## src/rtl/gmp_ds_gen_multi_if.sv

```systemverilog
// ---------------------------------------------------------------------------
// gmp_ds_gen_multi_if
// Bus between the frame-header parser / payload mapper and the multi-lane
// stuff/data generator.
//   master : drives pm, cm, valid_in, sof; receives the decision beat.
//   slave  : the generator; receives pm, cm, valid_in, sof and drives
//            ds, ds_mask, valid_out, sof_out, eof_out, data_cnt and the
//            err_input / err_sof_early / err_sof_late pulses.
// ---------------------------------------------------------------------------
interface gmp_ds_gen_multi_if #(
    parameter int MPT_W = 8,
    parameter int LANES = 4
);
    logic [MPT_W-1:0] pm;
    logic [MPT_W-1:0] cm;
    logic             valid_in;
    logic             sof;
    logic [LANES-1:0] ds;
    logic [LANES-1:0] ds_mask;
    logic             valid_out;
    logic             sof_out;
    logic             eof_out;
    logic [MPT_W-1:0] data_cnt;
    logic             err_input;
    logic             err_sof_early;
    logic             err_sof_late;

    modport master (
        output pm, cm, valid_in, sof,
        input  ds, ds_mask, valid_out, sof_out, eof_out, data_cnt,
               err_input, err_sof_early, err_sof_late
    );

    modport slave (
        input  pm, cm, valid_in, sof,
        output ds, ds_mask, valid_out, sof_out, eof_out, data_cnt,
               err_input, err_sof_early, err_sof_late
    );
endinterface

```

## src/rtl/gmp_ds_gen_multi.sv

```systemverilog
// ---------------------------------------------------------------------------
// gmp_ds_gen_multi
// Decides data (1) or stuff (0) for LANES consecutive payload slots per valid
// beat. Slot j (1..pm) carries data iff (j*cm) mod pm < cm. The running
// remainder (acc) replaces the multiply: each slot adds cm and subtracts pm
// at most once, which is exact because cm <= pm is enforced at SOF load.
// Ports:
//   clk, rst_n : clock (rising edge) and asynchronous active-low reset
//   bus        : gmp_ds_gen_multi_if.slave
//                pm/cm        frame parameters, sampled only on SOF load
//                valid_in/sof beat qualifier / start of frame
//                ds/ds_mask   per-lane decision and valid-slot mask
//                valid_out    ds/ds_mask valid (1-cycle latency)
//                sof_out      frame loaded; eof_out beat contains slot pm
//                data_cnt     data slots emitted in the current frame
//                err_*        one-cycle error pulses
// ---------------------------------------------------------------------------
module gmp_ds_gen_multi #(
    parameter int MPT_W = 8,
    parameter int LANES = 4
) (
    input  logic               clk,
    input  logic               rst_n,
    gmp_ds_gen_multi_if.slave  bus
);
    // Slot arithmetic needs headroom beyond MPT_W so slot+LANES never wraps.
    localparam int SW = MPT_W + $clog2(LANES + 1) + 1;

    typedef enum logic {IDLE, RUN} state_t;

    state_t           state;
    logic [MPT_W-1:0] pm_q;
    logic [MPT_W-1:0] cm_q;
    logic [MPT_W-1:0] acc_q;   // (slot_q * cm_q) mod pm_q
    logic [MPT_W-1:0] slot_q;  // slots already emitted in this frame

    // Per-beat combinational decision for all lanes.
    logic [LANES-1:0] ds_c;
    logic [LANES-1:0] mask_c;
    logic [MPT_W-1:0] acc_c;
    logic [MPT_W-1:0] ones_c;
    logic             eof_c;
    logic             sof_legal;
    logic [MPT_W:0]   rem;
    logic [MPT_W:0]   sum;
    logic [SW-1:0]    slot_j;

    assign sof_legal = (bus.pm != '0) && (bus.cm <= bus.pm);

    // NOTE: every variable gets a default before the loop so no latch is inferred.
    always_comb begin
        rem    = {1'b0, acc_q};
        sum    = '0;
        slot_j = '0;
        ds_c   = '0;
        mask_c = '0;
        ones_c = '0;
        for (int k = 0; k < LANES; k++) begin
            slot_j = SW'(slot_q) + SW'(k + 1);
            sum    = rem + {1'b0, cm_q};
            if (sum >= {1'b0, pm_q}) begin
                sum = sum - {1'b0, pm_q};
            end
            // Lanes past slot pm are masked and leave the remainder untouched.
            if (slot_j <= SW'(pm_q)) begin
                mask_c[k] = 1'b1;
                ds_c[k]   = (sum < {1'b0, cm_q});
                rem       = sum;
                ones_c    = ones_c + MPT_W'(ds_c[k]);
            end
        end
        acc_c = rem[MPT_W-1:0];
        eof_c = (SW'(slot_q) + SW'(LANES)) >= SW'(pm_q);
    end

    // NOTE: the asynchronous reset clears every register, including the
    // latched pm/cm, so a frame interrupted by reset can never resume.
    always_ff @(posedge clk or negedge rst_n) begin
        if (!rst_n) begin
            state             <= IDLE;
            pm_q              <= '0;
            cm_q              <= '0;
            acc_q             <= '0;
            slot_q            <= '0;
            bus.ds            <= '0;
            bus.ds_mask       <= '0;
            bus.valid_out     <= 1'b0;
            bus.sof_out       <= 1'b0;
            bus.eof_out       <= 1'b0;
            bus.data_cnt      <= '0;
            bus.err_input     <= 1'b0;
            bus.err_sof_early <= 1'b0;
            bus.err_sof_late  <= 1'b0;
        end else begin
            // NOTE: non-blocking assignments throughout; defaults below make
            // every pulse output last exactly one cycle.
            bus.ds            <= '0;
            bus.ds_mask       <= '0;
            bus.valid_out     <= 1'b0;
            bus.sof_out       <= 1'b0;
            bus.eof_out       <= 1'b0;
            bus.err_input     <= 1'b0;
            bus.err_sof_early <= 1'b0;
            bus.err_sof_late  <= 1'b0;

            if (bus.valid_in) begin
                if (bus.sof) begin
                    // In RUN slot pm has not been emitted yet (eof returns to IDLE).
                    if (state == RUN) begin
                        bus.err_sof_early <= 1'b1;
                    end
                    if (sof_legal) begin
                        pm_q         <= bus.pm;
                        cm_q         <= bus.cm;
                        acc_q        <= '0;
                        slot_q       <= '0;
                        bus.data_cnt <= '0;
                        bus.sof_out  <= 1'b1;
                        state        <= RUN;
                    end else begin
                        bus.err_input <= 1'b1;
                        state         <= IDLE;
                    end
                end else if (state == IDLE) begin
                    bus.err_sof_late <= 1'b1;
                end else begin
                    bus.ds        <= ds_c;
                    bus.ds_mask   <= mask_c;
                    bus.valid_out <= 1'b1;
                    acc_q         <= acc_c;
                    slot_q        <= slot_q + MPT_W'(LANES);
                    bus.data_cnt  <= bus.data_cnt + ones_c;
                    if (eof_c) begin
                        bus.eof_out <= 1'b1;
                        state       <= IDLE;
                    end
                end
            end
        end
    end
endmodule
```

## src/flat_wrapper.sv

```systemverilog
// flat-port wrapper written by rule: the top's interface ports become plain ports
module gmp_ds_gen_multi_flat 
#(
    parameter int MPT_W = 8,
    parameter int LANES = 4
)
  (clk, rst_n, bus_pm, bus_cm, bus_valid_in, bus_sof, bus_ds, bus_ds_mask, bus_valid_out, bus_sof_out, bus_eof_out, bus_data_cnt, bus_err_input, bus_err_sof_early, bus_err_sof_late);
  gmp_ds_gen_multi_if #(.MPT_W(MPT_W), .LANES(LANES)) bus_i ();
  input  logic clk;
  input  logic rst_n;
  input wire logic [$bits(bus_i.pm)-1:0] bus_pm;
  input wire logic [$bits(bus_i.cm)-1:0] bus_cm;
  input wire logic [$bits(bus_i.valid_in)-1:0] bus_valid_in;
  input wire logic [$bits(bus_i.sof)-1:0] bus_sof;
  output wire logic [$bits(bus_i.ds)-1:0] bus_ds;
  output wire logic [$bits(bus_i.ds_mask)-1:0] bus_ds_mask;
  output wire logic [$bits(bus_i.valid_out)-1:0] bus_valid_out;
  output wire logic [$bits(bus_i.sof_out)-1:0] bus_sof_out;
  output wire logic [$bits(bus_i.eof_out)-1:0] bus_eof_out;
  output wire logic [$bits(bus_i.data_cnt)-1:0] bus_data_cnt;
  output wire logic [$bits(bus_i.err_input)-1:0] bus_err_input;
  output wire logic [$bits(bus_i.err_sof_early)-1:0] bus_err_sof_early;
  output wire logic [$bits(bus_i.err_sof_late)-1:0] bus_err_sof_late;
  assign bus_i.pm = bus_pm;
  assign bus_i.cm = bus_cm;
  assign bus_i.valid_in = bus_valid_in;
  assign bus_i.sof = bus_sof;
  assign bus_ds = bus_i.ds;
  assign bus_ds_mask = bus_i.ds_mask;
  assign bus_valid_out = bus_i.valid_out;
  assign bus_sof_out = bus_i.sof_out;
  assign bus_eof_out = bus_i.eof_out;
  assign bus_data_cnt = bus_i.data_cnt;
  assign bus_err_input = bus_i.err_input;
  assign bus_err_sof_early = bus_i.err_sof_early;
  assign bus_err_sof_late = bus_i.err_sof_late;
  gmp_ds_gen_multi #(.MPT_W(MPT_W), .LANES(LANES)) u_core (.clk(clk), .rst_n(rst_n), .bus(bus_i));
endmodule
```

## config.mk

```make
export PLATFORM = sky130hd
export DESIGN_NAME = gmp_ds_gen_multi_flat
export DESIGN_NICKNAME = d
export VERILOG_FILES = /design/src/rtl/gmp_ds_gen_multi_if.sv /design/src/rtl/gmp_ds_gen_multi.sv /design/src/flat_wrapper.sv
export SDC_FILE = /design/constraint.sdc
export NUM_CORES = 1
export LEC_CHECK = 0
export ABC_AREA = 0
export BUFFER_PORTS_ARGS = -buffer_cell sky130_fd_sc_hd__clkbuf_2
export CAP_MARGIN = 20
export CORE_MARGIN = 5
export CORE_UTILIZATION = 45
export DETAILED_ROUTE_END_ITERATION = 8
export PLACE_DENSITY = 0.69
export SLEW_MARGIN = 20
export SYNTH_ARGS = -nofsm -noshare
export SYNTH_HDL_FRONTEND = slang
export SYNTH_SLANG_ARGS = --single-unit
```

## constraint.sdc

```tcl
create_clock -name clk -period 30.7 [get_ports clk]
set_clock_uncertainty 0.2 [all_clocks]
set_input_delay 7.675 -clock clk [delete_from_list [all_inputs] [get_ports clk]]
set_output_delay 7.675 -clock clk [all_outputs]
set_load 0.03 [all_outputs]
```

==> results.json <==
{
  "drive_gt1_frac": 0.122,
  "antenna_found_initial": 1,
  "gr-usage-all-layers": 0.221,
  "fmax_mhz": 54.9,
  "path_max_fanout": 10,
  "num_rows": 47,
  "io_pins": 42,
  "die_h_um": 139,
  "yosysWarnings": 0,
  "firstDrtPassIters": 4,
  "synth_cell_type_count": 74,
  "place_inst": 1135,
  "finalSetupViolCount": 0,
  "status": "finished clean",
  "cp.arrival_ns": 18.15,
  "numCtsBuffers": 5,
  "grt_overflow": 0,
  "synth_top_area_share": 0.216,
  "worstSetupEndpointType": "flip-flop",
  "multi_input_area_um2": 5790,
  "drtIter0Drc": 407,
  "fin_nets": 1080,
  "ys_seq_area_frac": 0.178,
  "fp.dieW_um": 139,
  "fin_hold_ws_ns": 0.281,
  "cpPeakStageDelay_ns": 0.58,
  "globalplace.congestion": 0.994,
  "cts_setup_buffers": 0,
  "min_period_ns": 18.20,
  "synthXorXnorAreaFrac": 0.0598,
  "root_buffer": "clkbuf_16",
  "setup_tns_ns": 0,
  "ys_ff_latch": 53,
  "routed_wl_mm": 21.8,
  "syn_to_final_growth_pct": 7.99,
  "critPathKind": "flip-flop to flip-flop",
  "rsz0062_at_grt": "no",
  "syn_avg_cell_area_um2": 8.43,
  "synth_edf_count": 0,
  "hold_class": "flip-flop to flip-flop",
  "ctsResizeCount": 0,
  "cts_max_path_buffers": 2,
  "initial_core_util": 0.455,
  "drc": 0,
  "netlist_top_cells_count": "ha_1 (129), nand2_1 (74), inv_1 (70)",
  "synthTopCellsByArea": "ha_1 (22%), dfrtp_1 (18%), o21ai_0 (4.5%), xnor2_1 (4.1%), a21oi_1 (3.8%)",
  "max_slew.worst_pin.slew_ns": 0.774,
  "diodes": 0,
  "syn_inst": 886,
  "hold_viol_final": 0,
  "seq_area_um2": 1330,
  "yosysMostFrequentCell": "ha_1",
  "ant_nets": 0,
  "dpl.hpwl_mm": 17.1,
  "critPathMostFrequentCell": "ha_1",
  "avgRoutedWirePerCell_um": 19.0,
  "critPathRequiredTime_ns": 30.65,
  "port_buffers": 41,
  "die-area_um2": 19300,
  "synth_simple_gate_area_frac": 0.170,
  "synth-compound-area-share": 0.222,
  "slowest_stage": "fa_1",
  "grt_pass1_wl_mm": 34.5,
  "cts_tree": "yes",
  "synth_top_cell_by_area": "ha_1",
  "start_kind": "flip-flop",
  "synth_fa_ha_area_frac": 0.240,
  "grt_max_degree": 54,
  "period_share": 0.593,
  "vias": 6673,
  "cts.sinks": 53,
  "cts_hold_buf": 0,
  "synthesis.nets": 1044,
  "netlist_area_um2": 7470,
  "cap_violations": 0,
  "core_um2": 16400,
  "ys_async_sr_fraction": 1.00,
  "synthMuxAreaShare": 0.0821,
  "slew_headroom": 0.480,
  "nFillCells": 1590,
  "clk_latency_ns": 0.30,
  "final_cells": 1143,
  "synth_ff_type": "dfrtp_1",
  "via_per_inst": 5.84,
  "htree_levels": 2,
  "slew_violations": 0,
  "synth_top_family_by_area": "adder cells",
  "clkSlewWorstSetupHoldPaths_ns": 0.07,
  "grt_pass1_vias": 6499
}
[final timing paths]
path / from / endpoint / slack (ns) / cells past startpoint
setup / recovery: u_core.cm_q[0] / u_core.bus.data_cnt[7] / 12.50 / 78
hold / removal: u_core.pm_q[3] / u_core.pm_q[3] / 0.28 / 2
setup reg to reg: u_core.cm_q[0] / u_core.bus.data_cnt[7] / 12.50 / 78
hold reg to reg: u_core.pm_q[3] / u_core.pm_q[3] / 0.28 / 2
max in group asynchronous: rst_n / u_core.bus.data_cnt[7] / 22.54 / 2
min in group asynchronous: rst_n / u_core.bus.sof_out / 7.30 / 2
[cells in the final DEF, fill, tap and decap left out, drive strengths merged, types with 3 or more instances in the layout]
cell	netlist	routed
nand3	22	22
clkinv	1	3
buf	5	7
inv	70	70
a211oi	7	7
nor3	11	11
a21o	35	35
nand2	74	74
o31a	5	5
a21oi	57	57
a221oi	6	6
nor2b	19	19
a311oi	3	3
o21ai	69	69
a31oi	5	5
o21a	19	19
o21bai	5	5
nor4	3	3
a22o	7	7
mux2	34	34
nand4	14	14
mux2i	16	16
nor2	68	68
a2111oi	5	5
a21boi	5	5
nor3b	8	8
ha	129	129
and3	5	5
nand2b	10	10
nand3b	3	3
and2	10	10
fa	9	9
xnor2	35	35
or4	3	3
xor2	16	16
dfrtp	53	53
clkbuf	14	47
[state kept, by name (all words and copies together), names as in the netlist]
signal / count
u_core.state: 1
u_core.bus.sof_out: 1
u_core.bus.err_input: 1
u_core.acc_q: 8
u_core.bus.err_sof_early: 1
u_core.bus.eof_out: 1
u_core.bus.ds: 4
u_core.pm_q: 8
u_core.bus.ds_mask: 4
u_core.bus.data_cnt: 8
u_core.slot_q: 6
u_core.cm_q: 8
u_core.bus.valid_out: 1
u_core.bus.err_sof_late: 1
[kinds of logic after synthesis]
group	Yosys count
AO/OA/AOI/OAI	246
XOR/XNOR	51
adder cells (fa/ha/maj)	138
buffers and inverters	90
flip-flops	53
multiplexers	50
AND/OR/NAND/NOR	258
[worst max-delay path, delay by kind of cell (launching register included)]
kind / cells / cell delay (ns)
AO/OA/AOI/OAI: 32 / 6.69
adder cells (fa/ha/maj): 14 / 4.24
AND/OR/NAND/NOR: 16 / 2.96
multiplexers: 8 / 2.52
XOR/XNOR: 4 / 0.75
flip-flops: 1 / 0.47
buffers and inverters: 4 / 0.24
[area by class of cell]
class                           count  area share
Multi-Input combinational cell    743       0.717
Clock inverter                      2     0.00171
Timing Repair Buffer               48      0.0320
Sequential cell                    53       0.164
Inverter                           71      0.0330
Clock buffer                        6      0.0172
Tap cell                          220      0.0341
[per-layer routing]
| layer | routed length, um | part of all wire | vias to the layer above | global-route usage |
|---|---|---|---|---|
| li1 | - | - | 3270 | - |
| met1 | 9970 | 0.46 | 3155 | 0.307 |
| met2 | 9550 | 0.44 | 212 | 0.349 |
| met3 | 1530 | 0.070 | 36 | 0.0400 |
| met4 | 692 | 0.032 | 0 | 0.0690 |
| met5 | 0 | 0 | - | 0 |
[metrics by stage]
step	area (um2)	utilization	worst slack (ns)
floorplan	7470	-	14.56
global placement	7910	0.482	13.15
detailed placement	7910	0.482	12.75
CTS	8070	0.492	12.68
global route	8070	0.492	11.07
finish	8070	0.492	12.50
Power is left out: the tool's default activity adds up to more than one toggle a clock period on the data nets, which glitch-free logic cannot reach.
